<file path="config.mk">
export PLATFORM = sky130hd
export DESIGN_NAME = hazard_ctrl
export DESIGN_NICKNAME = d
export VERILOG_FILES = /design/src/rtl/hazard_ctrl_pkg.sv /design/src/rtl/hazard_slot.sv /design/src/rtl/hazard_ctrl.sv
export SDC_FILE = /design/constraint.sdc
export NUM_CORES = 1
export LEC_CHECK = 0
export ABC_AREA = 1
export ABC_CLOCK_PERIOD_IN_PS = 1500
export CORE_MARGIN = 2
export CORE_UTILIZATION = 30
export CTS_CLUSTER_DIAMETER = 200
export DETAILED_ROUTE_END_ITERATION = 16
export PLACE_DENSITY = 0.59
export SLEW_MARGIN = 20
export SYNTH_ARGS = -nofsm -noshare
export SYNTH_HDL_FRONTEND = slang
export SYNTH_SLANG_ARGS = --single-unit
</file>
<file path="constraint.sdc">
create_clock -name clk -period 1.5 [get_ports clk]
set_clock_uncertainty 0.05 [all_clocks]
set_input_delay 0.3 -clock clk [delete_from_list [all_inputs] [get_ports clk]]
set_output_delay 0.3 -clock clk [all_outputs]
set_load 0.005 [all_outputs]
</file>
<file path="src/rtl/hazard_ctrl_pkg.sv">
// Shared definitions for the forwarding/hazard controller.
// Holds the register-specifier width, the forward-select encodings,
// the destination-slot record layout and the source-match helpers.
package hazard_ctrl_pkg;

  localparam int unsigned REG_W = 3;

  typedef enum logic [1:0] {
    FWD_RF    = 2'b00,
    FWD_MEMWB = 2'b01,
    FWD_EXMEM = 2'b10
  } fwd_sel_e;

  // Destination info tracked per pipeline stage.
  typedef struct packed {
    logic             valid;
    logic             wr_en;
    logic [REG_W-1:0] wr_reg;
    logic             is_load;
  } slot_t;

  // A source hits a slot only if the slot really writes that register
  // and the instruction actually consumes the source.
  function automatic logic src_match(input slot_t s, input logic [REG_W-1:0] src,
                                     input logic used);
    return s.valid && s.wr_en && (s.wr_reg == src) && used;
  endfunction

  // Newest producer (EX) wins over the older one (MEM).
  function automatic fwd_sel_e fwd_pick(input logic hit_ex, input logic hit_mem);
    if (hit_ex)       return FWD_EXMEM;
    else if (hit_mem) return FWD_MEMWB;
    else              return FWD_RF;
  endfunction

endpackage

</file>
<file path="src/rtl/hazard_slot.sv">
// Destination-info pipeline register with hold, clear and async reset.
// Ports:
//   clk, rst  - clock, asynchronous active-high reset
//   i_hold    - keep current contents (takes priority over clear/load)
//   i_clear   - load an invalid (bubble) record
//   i_d       - record to load
//   o_q       - registered record
module hazard_slot
  import hazard_ctrl_pkg::*;
(
  input  logic  clk,
  input  logic  rst,
  input  logic  i_hold,
  input  logic  i_clear,
  input  slot_t i_d,
  output slot_t o_q
);

  slot_t r_q;

  always_ff @(posedge clk or posedge rst) begin
    if (rst)          r_q <= '0;
    else if (i_hold)  r_q <= r_q;
    else if (i_clear) r_q <= '0;
    else              r_q <= i_d;
  end

  assign o_q = r_q;

endmodule

</file>
<file path="src/rtl/hazard_ctrl.sv">
// Forwarding and hazard controller for the 5-stage pipeline.
// Shadows destination info of the instructions in EX and MEM, produces
// registered operand forward selects for EX, detects load-use hazards,
// squashes on EX redirect and freezes while data memory is busy.
// Ports:
//   clk, rst                  - clock, asynchronous active-high reset
//   id_*                      - decoded fields of the instruction in ID
//   mem_busy                  - data memory stall, whole pipeline frozen
//   ex_redirect               - taken branch/jump resolved in EX
//   fwd_A, fwd_B              - EX operand selects (10 EX/MEM, 01 MEM/WB, 00 RF)
//   stall, bubble, flush      - PC/IF-ID hold, ID/EX NOP, IF/ID squash
//   stall_cnt                 - saturating count of load-use stall cycles
module hazard_ctrl #(
  parameter int unsigned REG_W = hazard_ctrl_pkg::REG_W,
  parameter int unsigned CNT_W = 16
) (
  input  logic             clk,
  input  logic             rst,
  input  logic             id_valid,
  input  logic [REG_W-1:0] id_rs,
  input  logic             id_rs_used,
  input  logic [REG_W-1:0] id_rt,
  input  logic             id_rt_used,
  input  logic             id_wr_en,
  input  logic [REG_W-1:0] id_wr_reg,
  input  logic             id_is_load,
  input  logic             mem_busy,
  input  logic             ex_redirect,
  output logic [1:0]       fwd_A,
  output logic [1:0]       fwd_B,
  output logic             stall,
  output logic             bubble,
  output logic             flush,
  output logic [CNT_W-1:0] stall_cnt
);

  import hazard_ctrl_pkg::*;

  slot_t            w_ex_d;
  slot_t            w_ex_q;
  slot_t            w_mem_q;
  logic             w_rs_ex, w_rt_ex, w_rs_mem, w_rt_mem;
  logic             w_luh;
  logic             w_flush;
  logic             w_clear;
  fwd_sel_e         w_sel_a, w_sel_b;
  fwd_sel_e         r_fwd_a, r_fwd_b;
  logic [CNT_W-1:0] r_cnt;
  logic             w_unused_mem_load;

  always_comb begin
    w_ex_d         = '0;
    w_ex_d.valid   = id_valid;
    w_ex_d.wr_en   = id_wr_en;
    w_ex_d.wr_reg  = id_wr_reg;
    w_ex_d.is_load = id_is_load;

    w_rs_ex  = src_match(w_ex_q,  id_rs, id_rs_used);
    w_rt_ex  = src_match(w_ex_q,  id_rt, id_rt_used);
    w_rs_mem = src_match(w_mem_q, id_rs, id_rs_used);
    w_rt_mem = src_match(w_mem_q, id_rt, id_rt_used);

    // Freeze beats redirect, redirect beats load-use.
    w_luh   = !mem_busy && !ex_redirect && id_valid && w_ex_q.is_load &&
              (w_rs_ex || w_rt_ex);
    w_flush = ex_redirect && !mem_busy;
    w_clear = w_flush || w_luh;

    // Unused sources never match, so an unused rt always selects RF.
    w_sel_a = fwd_pick(w_rs_ex, w_rs_mem);
    w_sel_b = fwd_pick(w_rt_ex, w_rt_mem);
  end

  hazard_slot u_ex_slot (
    .clk     (clk),
    .rst     (rst),
    .i_hold  (mem_busy),
    .i_clear (w_clear),
    .i_d     (w_ex_d),
    .o_q     (w_ex_q)
  );

  hazard_slot u_mem_slot (
    .clk     (clk),
    .rst     (rst),
    .i_hold  (mem_busy),
    .i_clear (1'b0),
    .i_d     (w_ex_q),
    .o_q     (w_mem_q)
  );

  // The load flag is only meaningful in EX; MEM keeps it for record symmetry.
  assign w_unused_mem_load = w_mem_q.is_load;

  always_ff @(posedge clk or posedge rst) begin
    if (rst) begin
      r_fwd_a <= FWD_RF;
      r_fwd_b <= FWD_RF;
    end else if (!mem_busy) begin
      if (w_clear) begin
        r_fwd_a <= FWD_RF;
        r_fwd_b <= FWD_RF;
      end else begin
        r_fwd_a <= w_sel_a;
        r_fwd_b <= w_sel_b;
      end
    end
  end

  always_ff @(posedge clk or posedge rst) begin
    if (rst)                       r_cnt <= '0;
    else if (w_luh && r_cnt != '1) r_cnt <= r_cnt + 1'b1;
  end

  assign fwd_A     = r_fwd_a;
  assign fwd_B     = r_fwd_b;
  assign stall     = w_luh;
  assign bubble    = w_luh;
  assign flush     = w_flush;
  assign stall_cnt = r_cnt;

endmodule

</file>
==> impl_summary.log, run 1 <==
[metrics] height of the die: approximately 86 microns
[metrics] Clock Pin Slew Worst Setup and Hold Paths: 0.07 ns
[metrics] remaining design rule violation count: 0
[metrics] peak clock frequency supported by timing: around 580 MHz
[metrics] half-perimeter wire length after placement: 3620 microns
[metrics] Power Density: approximately 590 mW/mm^2
[metrics] count of cell types in the netlist: 26
[metrics] fin crit period: 1.72 ns
[metrics] leakage component of the power: about 1.7 nW
[metrics] via/cell ratio: approximately 4.6
[metrics] standard-cell rows: 29
[metrics] layout cell share with drive strength beyond 1: 0.312
[metrics] Core ar.: 0.00639 sq mm
[metrics] io pins: roughly 40
[metrics] drt first pass iters: 4
[metrics] netlist area before placement: 0.00199 sq mm
[metrics] total number of clock tree sinks: 31
[metrics] final setup violation count: 18
[metrics] slew at the pin closest to its max-slew limit: approximately 0.31 ns
[metrics] Inst Count DP: between 400 and 500
[metrics] final hold viol count: 0
[metrics] status: finished, violations left
[metrics] DR top layer: met4
[metrics] compound-cell area share of the yosys netlist: 0.0765
[metrics] clock latency on the worst-skew pair: 0.28 ns
[metrics] fraction of synthesized cell area in xor and xnor cells: 0.0571
[metrics] detailed-route wire length per cell: 12.1 microns
[metrics] CTS tree: done
[metrics] fin area: 0.00310 sq mm
[metrics] initial core utilization: 0.312
[metrics] Max-Slew Margin vs Limit: 0.792
[metrics] number of antenna violations at the first check in global routing: 0
[metrics] layout overhead on the synthesized area: 55.2%
[metrics] adder and majority gate portion of the synthesized area: 0.00627
[metrics] Tcrit/Tclk final: 1.14
[metrics] met3 wire len: about 360 microns
[metrics] Clk Tree Root Cell: clkbuf_8
[metrics] number of filler cells placed in the layout: about 650
[metrics] first-pass GRT wire length: 9610 microns
[metrics] sequential fraction of the synthesis area: 0.389
[metrics] met2 wirelength from detailed routing: 2530 microns
[metrics] sum of negative setup slack: -1.38 ns
[metrics] portion of synthesized cell area occupied by the leading cell type: 0.389
[metrics] dominant cell type by area after synthesis: dfrtp_1
[metrics] overall track demand over capacity in global routing: 0.164
[metrics] total length of routed wires: between 5000 and 6000 microns
[metrics] Yosys warning count: 0
[metrics] mean area per synthesized cell: about 7 sq um
[metrics] cell types occupying the most area after synthesis: dfrtp_1 39%, nand2_1 19%, inv_1 6.4%
[metrics] Placer Congestion: around 0.84
[metrics] endpoint class of the critical path: output pin
[metrics] number of pins with negative max-slew slack in the final report: 0
[metrics] Synthesized Nets: ~300
[metrics] endpoint arrival time on the critical path: ~1.4 ns
[metrics] quantity of I/O buffers inserted on ports: 40
[metrics] worst hold margin: around 0.31 ns
[metrics] antenna viol nets, final: 0
[metrics] count of state elements after synthesis: 31
[metrics] via count of the first global-routing pass: 2079
[metrics] crit start category: flip-flop
[metrics] combinational family with the most area after synthesis: simple AND/OR/NAND/NOR gates
[metrics] Die W: between 80 and 90 microns
[metrics] number of levels in the clock H-tree: 2
[metrics] count of placed standard cells in the final layout, fillers left out: between 400 and 500
[metrics] setup ws final: -0.217 ns
[metrics] largest net degree at the start of global routing: 32
[metrics] worst-case vdd ir drop: between 0.0003 and 0.0004 V
[metrics] CTS Buf Count: 5
[metrics] Die ar.: ~0.0073 sq mm
[metrics] placed cell areas: about 0.0027 sq mm
[metrics] share of cell area taken by muxes after synthesis: 0
[metrics] via count: between 2k and 2.5k
[metrics] number of DRC markers in iteration 0: roughly 110
[metrics] Total Power: about 1.8 mW
[metrics] data required time at the worst endpoint: 1.15 ns
[metrics] buffer depth of the longest clock path: 2
[metrics] worst setup path category: flip-flop to output pin
[metrics] final net count: 400
[metrics] critical path fanouts, max: 4
[metrics] setup repair after global routing missed its margin: true
[metrics] number of violations of the max-capacitance limit: 0
[metrics] basic-gate share of the synthesized area counting and, or, nand and nor cells: 0.370
[metrics] path class of the lowest-slack min-delay path: input pin to async pin
[metrics] number of instances in the synthesized netlist: about 280
[metrics] failing checks: setup timing
[metrics] aggregate global routing overflow: 0
[metrics] routed length on met1: around 2600 microns
[metrics] antenna diode count: 0
==> state kept, by name, summed over array words and instances (netlist names) <==
signal	flops
stall_cnt	16
u_ex_slot.o_q	6
fwd_B	2
fwd_A	2
u_mem_slot.o_q	5
==> path summary, 6_finish.rpt <==
kind	from	depth (start not counted)	slack, ns	end
min reg2reg	fwd_B[0]	2	0.43	fwd_B[0]
max	u_ex_slot.o_q[1]	9	-0.22	stall
min in group clk	fwd_B[0]	2	0.43	fwd_B[0]
max in group asynchronous	rst	3	0.89	stall_cnt[11]
max reg2reg	u_ex_slot.o_q[1]	11	-0.07	stall_cnt[10]
min	rst	3	0.31	u_mem_slot.o_q[3]
==> timing repair <==
item / in CTS / in global routing
hold endpoints to repair: 0 / 0
cloned: 1 / 0
hold buffers: 0 / 0
setup endpoints to repair: 45 / 41
setup buffers: 27 / 5
resized for setup: 42 / 30
pin swaps: 7 / 6
==> critical path, cell delays in order, from the launching register on <==
cell and delay [ns]:
dfrtp_1 0.43, inv_2 0.08, nand2_2 0.07, nand2_2 0.06, nor2_4 0.10, nand2_2 0.06, nand2_2 0.09, nand2_4 0.06
inv_2 0.04, buf_2 0.10
==> through the flow <==
stage / utilization / setup slack, ns
finish: 0.485 / -0.217
global route: 0.485 / -0.316
CTS: 0.469 / -0.209
detailed placement: 0.423 / -0.719
global placement: 0.423 / -0.722
floorplan: - / -0.0000410
==> area by class of cell <==
| type | count | area (sq um) | share of cell area |
|---|---|---|---|
| Timing Repair Buffer | 103 | 906 | 0.293 |
| Tap cell | 77 | 96.3 | 0.0311 |
| Clock buffer | 7 | 76.3 | 0.0247 |
| Clock inverter | 1 | 5.00 | 0.00162 |
| Sequential cell | 31 | 783 | 0.253 |
| Multi-Input combinational cell | 201 | 1080 | 0.349 |
| Inverter | 39 | 149 | 0.0481 |
==> per-layer routing <==
layer	GRT usage	up-vias
li1	-	1064
met1	0.229	969
met2	0.256	52
met3	0.0395	7
met4	0.0433	0
met5	0	-
==> logic make-up after synthesis <==
| logic type | Yosys count |
|---|---|
| simple gates | 167 |
| xor+xnor | 13 |
| buf+inv | 46 |
| flops | 31 |
| fa+ha+maj | 1 |
| compound gates | 20 |
==> cell usage after synthesis <==
cell and instances:
and2_2 1, nor2_1 26, nand2_1 103, o21ai_2 14, buf_6 3, o21ai_1 1
nand3_4 1, clkbuf_1 2, nand3_1 13, nor2_2 2, xor2_1 2, ha_1 1
o21ai_0 5, nor2_4 1, nand2_2 2, nand4_2 1, inv_2 3, nand3_2 1
xnor2_1 11, inv_1 34, nand4_1 9, clkinv_1 2, nor3_1 2, buf_4 2
dfrtp_1 31, nand3b_1 5
==> placed cells by master, fill, tap and decap left out, types with 2 or more instances in the layout <==
master / count
dlymetal6s2s_1: 12
nor2_4: 2
nand3_4: 2
buf_4: 57
xor2_1: 2
nor2_2: 5
clkdlybuf4s50_1: 7
clkbuf_1: 2
xnor2_1: 11
nor2_1: 22
nand2_1: 98
nand3_1: 13
nand4_1: 9
dfrtp_1: 25
o21ai_0: 4
nand3b_1: 5
inv_1: 32
clkbuf_8: 5
buf_2: 3
inv_2: 5
dfrtp_2: 6
dlygate4sd2_1: 16
buf_6: 2
clkbuf_2: 2
o21ai_2: 14
buf_12: 3
o21ai_1: 2
nand2_2: 6
==> where the power goes <==
| group | internal (mW) | switching, mW |
|---|---|---|
| Combinational | 0.157 | 0.137 |
| Sequential | 0.867 | 0.0310 |
| Clock | 0.325 | 0.313 |
No activity file was read; power rests on OpenSTA's default activity.
==> inputs of run 2 (changes only) <==
- PLACE_DENSITY: 0.59 -> unset
==> run 2 against run 1 <==
  * The flow still finishes with violations (setup timing)
  * Sequential share of layout area up 0.29 points
  * Total power down 0.55%
  * Utilization down 0.47 points
  * Clock power up 4.2%
  * First-iteration DRC count down 29%
  * Worst setup slack better by 0.011 ns
  * Die area unchanged
  * Non-clock buffer count down 5
  * Register-to-register slack worse by 0.13 ns
  * Cell count down 1.3%
  * Largest cell class unchanged
  * Largest power group unchanged
==> impl_summary.log, run 2 (synthesis gave the netlist of run 1 again) <==
[metrics] overall track demand over capacity in global routing: 0.159
[metrics] drt first pass iters: 4
[metrics] total number of clock tree sinks: 31
[metrics] Power Density: around 600 mW/mm^2
[metrics] final hold viol count: 0
[metrics] status: finished, violations left
[metrics] timing startpoint of the critical path: id_rt_used
[metrics] post-cts hold buffer count: 0
[metrics] Clock Pin Slew Worst Setup and Hold Paths: around 0.070 ns
[metrics] Placer Congestion: 0.808
[metrics] standard-cell rows: 29
[metrics] half-perimeter wire length after placement: 3710 microns
[metrics] quantity of I/O buffers inserted on ports: 40
[metrics] Max-Slew Margin vs Limit: 0.784
[metrics] CTS Buf Count: 5
[metrics] capture point of the worst reg-to-reg path: stall_cnt[4]
[metrics] final net count: between 300 and 400
[metrics] worst-case vdd ir drop: 0.000334 V
[metrics] CTS tree: done
[metrics] data required time at the worst endpoint: around 1.7 ns
[metrics] via count: approximately 2.0k
[metrics] final setup violation count: 18
[metrics] first-pass GRT wire length: about 9200 microns
[metrics] setup ws final: -0.206 ns
[metrics] detailed-route wire length per cell: 12.2 microns
[metrics] height of the die: approximately 86 microns
[metrics] number of violations of the max-capacitance limit: 0
[metrics] setup repair after global routing missed its margin: true
[metrics] crit start category: input pin
[metrics] length in cells of the worst reg-to-reg path: 11
[metrics] timing endpoint of the critical path: stall_cnt[4]
[metrics] initial core utilization: 0.312
[metrics] path class of the lowest-slack min-delay path: input pin to async pin
[metrics] Clk Tree Root Cell: clkbuf_8
[metrics] peak clock frequency supported by timing: roughly 600 MHz
[metrics] critical path fanouts, max: 8
[metrics] slew at the pin closest to its max-slew limit: between 0.3 and 0.4 ns
[metrics] number of antenna violations at the first check in global routing: 0
[metrics] number of levels in the clock H-tree: 2
[metrics] aggregate global routing overflow: 0
[metrics] layout cell share with drive strength beyond 1: 0.295
[metrics] via count of the first global-routing pass: 1976
[metrics] internal reg-to-reg setup slack: -0.20 ns
[metrics] number of pins with negative max-slew slack in the final report: 0
[metrics] antenna viol nets, final: 0
[metrics] leakage component of the power: between 1.5 and 2 nW
[metrics] startpoint of the lowest-slack register-to-register path: u_ex_slot.o_q[1]
[metrics] number of DRC markers in iteration 0: 75
[metrics] buffer depth of the longest clock path: 2
[metrics] via/cell ratio: roughly 4.5
[metrics] placed cell areas: around 0.0027 sq mm
[metrics] flip-flop count of the largest register, all copies and words added: 16
[metrics] Die ar.: roughly 0.0073 sq mm
[metrics] antenna diode count: 0
[metrics] total length of routed wires: 5520 microns
[metrics] fin crit period: roughly 1.7 ns
[metrics] Tcrit/Tclk final: 1.14
[metrics] layout overhead on the synthesized area: 53.7%
[metrics] worst setup path category: input pin to flip-flop
[metrics] endpoint class of the critical path: flip-flop
[metrics] remaining design rule violation count: 0
[metrics] Core ar.: roughly 0.0064 sq mm
[metrics] Die W: ~86 microns
[metrics] largest net degree at the start of global routing: 32
[metrics] fin area: roughly 0.0031 sq mm
[metrics] sum of negative setup slack: -3.02 ns
[metrics] endpoint arrival time on the critical path: 1.87 ns
[metrics] failing checks: setup timing
[metrics] most frequent cells in the layout: 102 x nand2_1, 49 x buf_4, 32 x inv_1
[metrics] clock latency on the worst-skew pair: between 0.2 and 0.3 ns
[metrics] io pins: 41
[metrics] most frequent standard cell in the layout excluding fill and tap cells: nand2_1
[run 2: area by class of cell]
cell class,instances,area (sq um)
clock buffer,6,82.6
multi-input combinational,201,1040
sequential,31,785
tap,77,96.3
timing repair buffer,98,907
fill,648,3320
inverter,39,148
clock inverter,1,5.00
[run 2: metrics by stage]
step / std cells / util / worst slack [ns] / power [mW] / hold slack, ns
floorplan: 278 / - / -0.0000410 / 1.02 / 0.354
global route: 453 / 0.480 / -0.292 / 1.93 / 0.366
CTS: 451 / 0.475 / -0.190 / 1.84 / 0.315
global placement: 416 / 0.420 / -0.696 / 1.15 / 0.411
finish: 453 / 0.480 / -0.206 / 1.82 / 0.311
detailed placement: 416 / 0.420 / -0.721 / 1.15 / 0.427
[run 2: power breakdown]
part / switching (mW) / total (mW) / internal, mW
Clock: 0.305 / 0.665 / 0.359
Combinational: 0.122 / 0.260 / 0.138
Sequential: 0.0292 / 0.897 / 0.868
[run 2: worst min-delay path by stage]
stage                      startpoint                end  cells after the start
floorplan                         rst           fwd_A[0]                      1
global placement     u_ex_slot.o_q[0]   u_ex_slot.o_q[0]                      2
detailed placement  u_mem_slot.o_q[4]  u_mem_slot.o_q[4]                      2
CTS                               rst  u_mem_slot.o_q[2]                      3
global route                      rst  u_mem_slot.o_q[2]                      3
finish                            rst  u_mem_slot.o_q[2]                      3
[run 2: critical path: stages]
cell	delay [ns]
clkdlybuf4s50_1	0.49
nand2_1	0.06
nor2_1	0.11
nand2_1	0.10
nand2_2	0.09
buf_4	0.14
nand3_4	0.15
buf_12	0.18
buf_16	0.13
o21ai_2	0.11
[run 2: layer usage]
metal / share of wire / global-route usage / wire length [microns]
met1: 0.44 / 0.201 / 2440
met2: 0.50 / 0.281 / 2780
met3: 0.045 / 0.0298 / 248
met4: 0.011 / 0.0390 / 58
met5: 0 / 0 / 0
[run 2: repair_timing]
action                                 4_1_cts  5_1_grt
pin swaps                                    6        4
endpoints found under the hold margin        0        0
cloned                                       3        0
buffers inserted                            27        5
gates resized for setup                     55        9
setup endpoints to repair                   47       34
==> inputs of run 3 (changes only) <==
- SKIP_CTS_REPAIR_TIMING: unset -> 1
- SKIP_LAST_GASP: unset -> 1
==> run 3 against run 2 <==
  * Via count decreased by 0.20%
  * The run still ends with setup timing left
  * Utilization increased by 1.1 points
  * Highest routed layer unchanged
  * Register-to-register slack improved by 0.05 ns
  * Global-route usage decreased by 2.0 points
  * Non-clock buffer count decreased by 5
  * Largest cell class unchanged
  * Cell area increased by 2.3%
  * Fmax decreased by 1.6%
  * Total power decreased by 0.45%
  * Sequential share of layout area decreased by 0.42 points
  * Combinational power about the same
  * Cell count decreased by 1.1%
==> impl_summary.log, run 3 (synthesis gave the netlist of run 1 again) <==
[metrics] quantity of I/O buffers inserted on ports: 40
[metrics] Clk Tree Root Cell: clkbuf_8
[metrics] initial core utilization: 0.312
[metrics] setup ws final: -0.233 ns
[metrics] io pins: 41
[metrics] Power Density: about 580 mW/mm^2
[metrics] data required time at the worst endpoint: between 1 and 1.5 ns
[metrics] overall track demand over capacity in global routing: 0.139
[metrics] Tcrit/Tclk final: 1.16
[metrics] slowest CP cell: clkdlybuf4s50_1
[metrics] slew at the pin closest to its max-slew limit: 0.321 ns
[metrics] clock latency on the worst-skew pair: between 0.2 and 0.3 ns
[metrics] leakage component of the power: about 1.9 nW
[metrics] first-pass GRT wire length: between 8000 and 9000 microns
[metrics] CTS Buf Count: 5
[metrics] number of antenna violations at the first check in global routing: 0
[metrics] half-perimeter wire length after placement: 3710 microns
[metrics] sum of negative setup slack: -2.59 ns
[metrics] standard-cell rows: 29
[metrics] number of levels in the clock H-tree: 2
[metrics] Post-Route Utilization: 0.491
[metrics] Core ar.: between 0.006 and 0.007 sq mm
[metrics] failing checks: setup timing
[metrics] final setup violation count: 18
[metrics] setup repair after global routing missed its margin: true
[metrics] most frequent cells in the layout: 101 x nand2_1, 45 x buf_4, 33 x inv_1
[metrics] Inst Count DP: 416
[metrics] crit start category: input pin
[metrics] Die ar.: between 0.007 and 0.008 sq mm
[metrics] capture point of the worst reg-to-reg path: stall_cnt[12]
[metrics] layout overhead on the synthesized area: 57.3%
[metrics] flip-flop count of the largest register, all copies and words added: 16
[metrics] startpoint of the lowest-slack register-to-register path: u_ex_slot.o_q[3]
[metrics] antenna viol nets, final: 0
[metrics] number of DRC markers in iteration 0: 76
[metrics] Clock Pin Slew Worst Setup and Hold Paths: roughly 0.06 ns
[metrics] Placer Congestion: 0.808
[metrics] total length of routed wires: 5550 microns
[metrics] via count of the first global-routing pass: between 1.5k and 2k
[metrics] length in cells of the worst reg-to-reg path: 11
[metrics] aggregate global routing overflow: 0
[metrics] final net count: 390
[metrics] internal reg-to-reg setup slack: -0.15 ns
[metrics] Die W: approximately 86 microns
[metrics] endpoint class of the critical path: output pin
[metrics] antenna diode count: 0
[metrics] status: finished, violations left
[metrics] largest net degree at the start of global routing: 32
[metrics] height of the die: 85.5 microns
[metrics] endpoint arrival time on the critical path: around 1.4 ns
[metrics] CTS tree: done
[metrics] path class of the lowest-slack min-delay path: input pin to async pin
[metrics] fin crit period: about 1.7 ns
[metrics] count of placed standard cells in the final layout, fillers left out: 448
[metrics] slowest cell delay on critical path: about 0.45 ns
[metrics] number of violations of the max-capacitance limit: 0
[metrics] list of cells traversed by the critical path: clkdlybuf4s50_1, inv_1, nor3_2, and2_4, nand2_4, inv_2, dlymetal6s2s_1
[metrics] Max-Slew Margin vs Limit: 0.784
[metrics] worst setup path category: input pin to output pin
[metrics] worst hold margin: about 0.31 ns
[metrics] most frequent standard cell in the layout excluding fill and tap cells: nand2_1
[metrics] remaining design rule violation count: 0
[metrics] drt first pass iters: 4
[metrics] final hold viol count: 0
[metrics] number of pins with negative max-slew slack in the final report: 0
[metrics] worst-case vdd ir drop: 0.000340 V
[metrics] via count: 2034
[metrics] total number of clock tree sinks: 31
[metrics] via/cell ratio: about 4.5
[metrics] buffer depth of the longest clock path: 2
[metrics] peak clock frequency supported by timing: 577 MHz
[metrics] critical path fanouts, max: 2
[metrics] detailed-route wire length per cell: 12.4 microns
[metrics] layout cell share with drive strength beyond 1: 0.278
==> run 3: cell types whose count changed in the layout (fill, tap and decap cells not counted), sizes merged <==
cell	before	now
buf	60	50
clkbuf	6	10
dlymetal6s2s	5	30
dlygate4sd2	23	0
clkdlybuf4s50	7	9
clkdlybuf4s15	3	0
==> run 3: final cells by class <==
type / instances / area [sq um]
Sequential cell: 31 / 790
Multi-Input combinational cell: 201 / 1050
Fill cell: 624 / 3250
Timing Repair Buffer: 93 / 970
Tap cell: 77 / 96.3
Clock inverter: 1 / 5.00
Clock buffer: 6 / 82.6
Inverter: 39 / 146
==> run 3: worst max path at each step <==
| stage | from | end | slack, ns |
|---|---|---|---|
| finish | id_valid | stall | -0.23 |
| global route | u_ex_slot.o_q[3] | stall | -0.32 |
| CTS | mem_busy | stall | -0.73 |
| detailed placement | mem_busy | stall | -0.72 |
| global placement | mem_busy | stall | -0.70 |
| floorplan | stall_cnt[0] | stall_cnt[12] | -0.00004 |
==> run 3: critical path: cells and delay by family <==
kind,cells,cell delay (ns)
simple gates,3,0.44
buf+inv,4,0.64
==> run 3: layer usage <==
metal  track usage  routed length [microns]  vias to the layer above
met2         0.231                     2750                       48
met1         0.184                     2480                      934
li1              -                        -                     1044
met5             0                        0                        -
met3        0.0298                      234                        8
met4        0.0390                       85                        0
==> run 3: where the power goes <==
part           total, mW  internal [mW]  switching (mW)
Clock              0.658          0.359           0.298
Sequential         0.897          0.868          0.0289
Combinational      0.259          0.138           0.120
==> run 3: metrics by stage <==
step | setup WS [ns] | instance area (sq um) | total power [mW]
global placement | -0.696 | 2690 | 1.15
CTS | -0.731 | 2770 | 1.83
detailed placement | -0.721 | 2690 | 1.15
finish | -0.233 | 3140 | 1.81
floorplan | -0.0000410 | 2000 | 1.02
global route | -0.323 | 3140 | 1.92
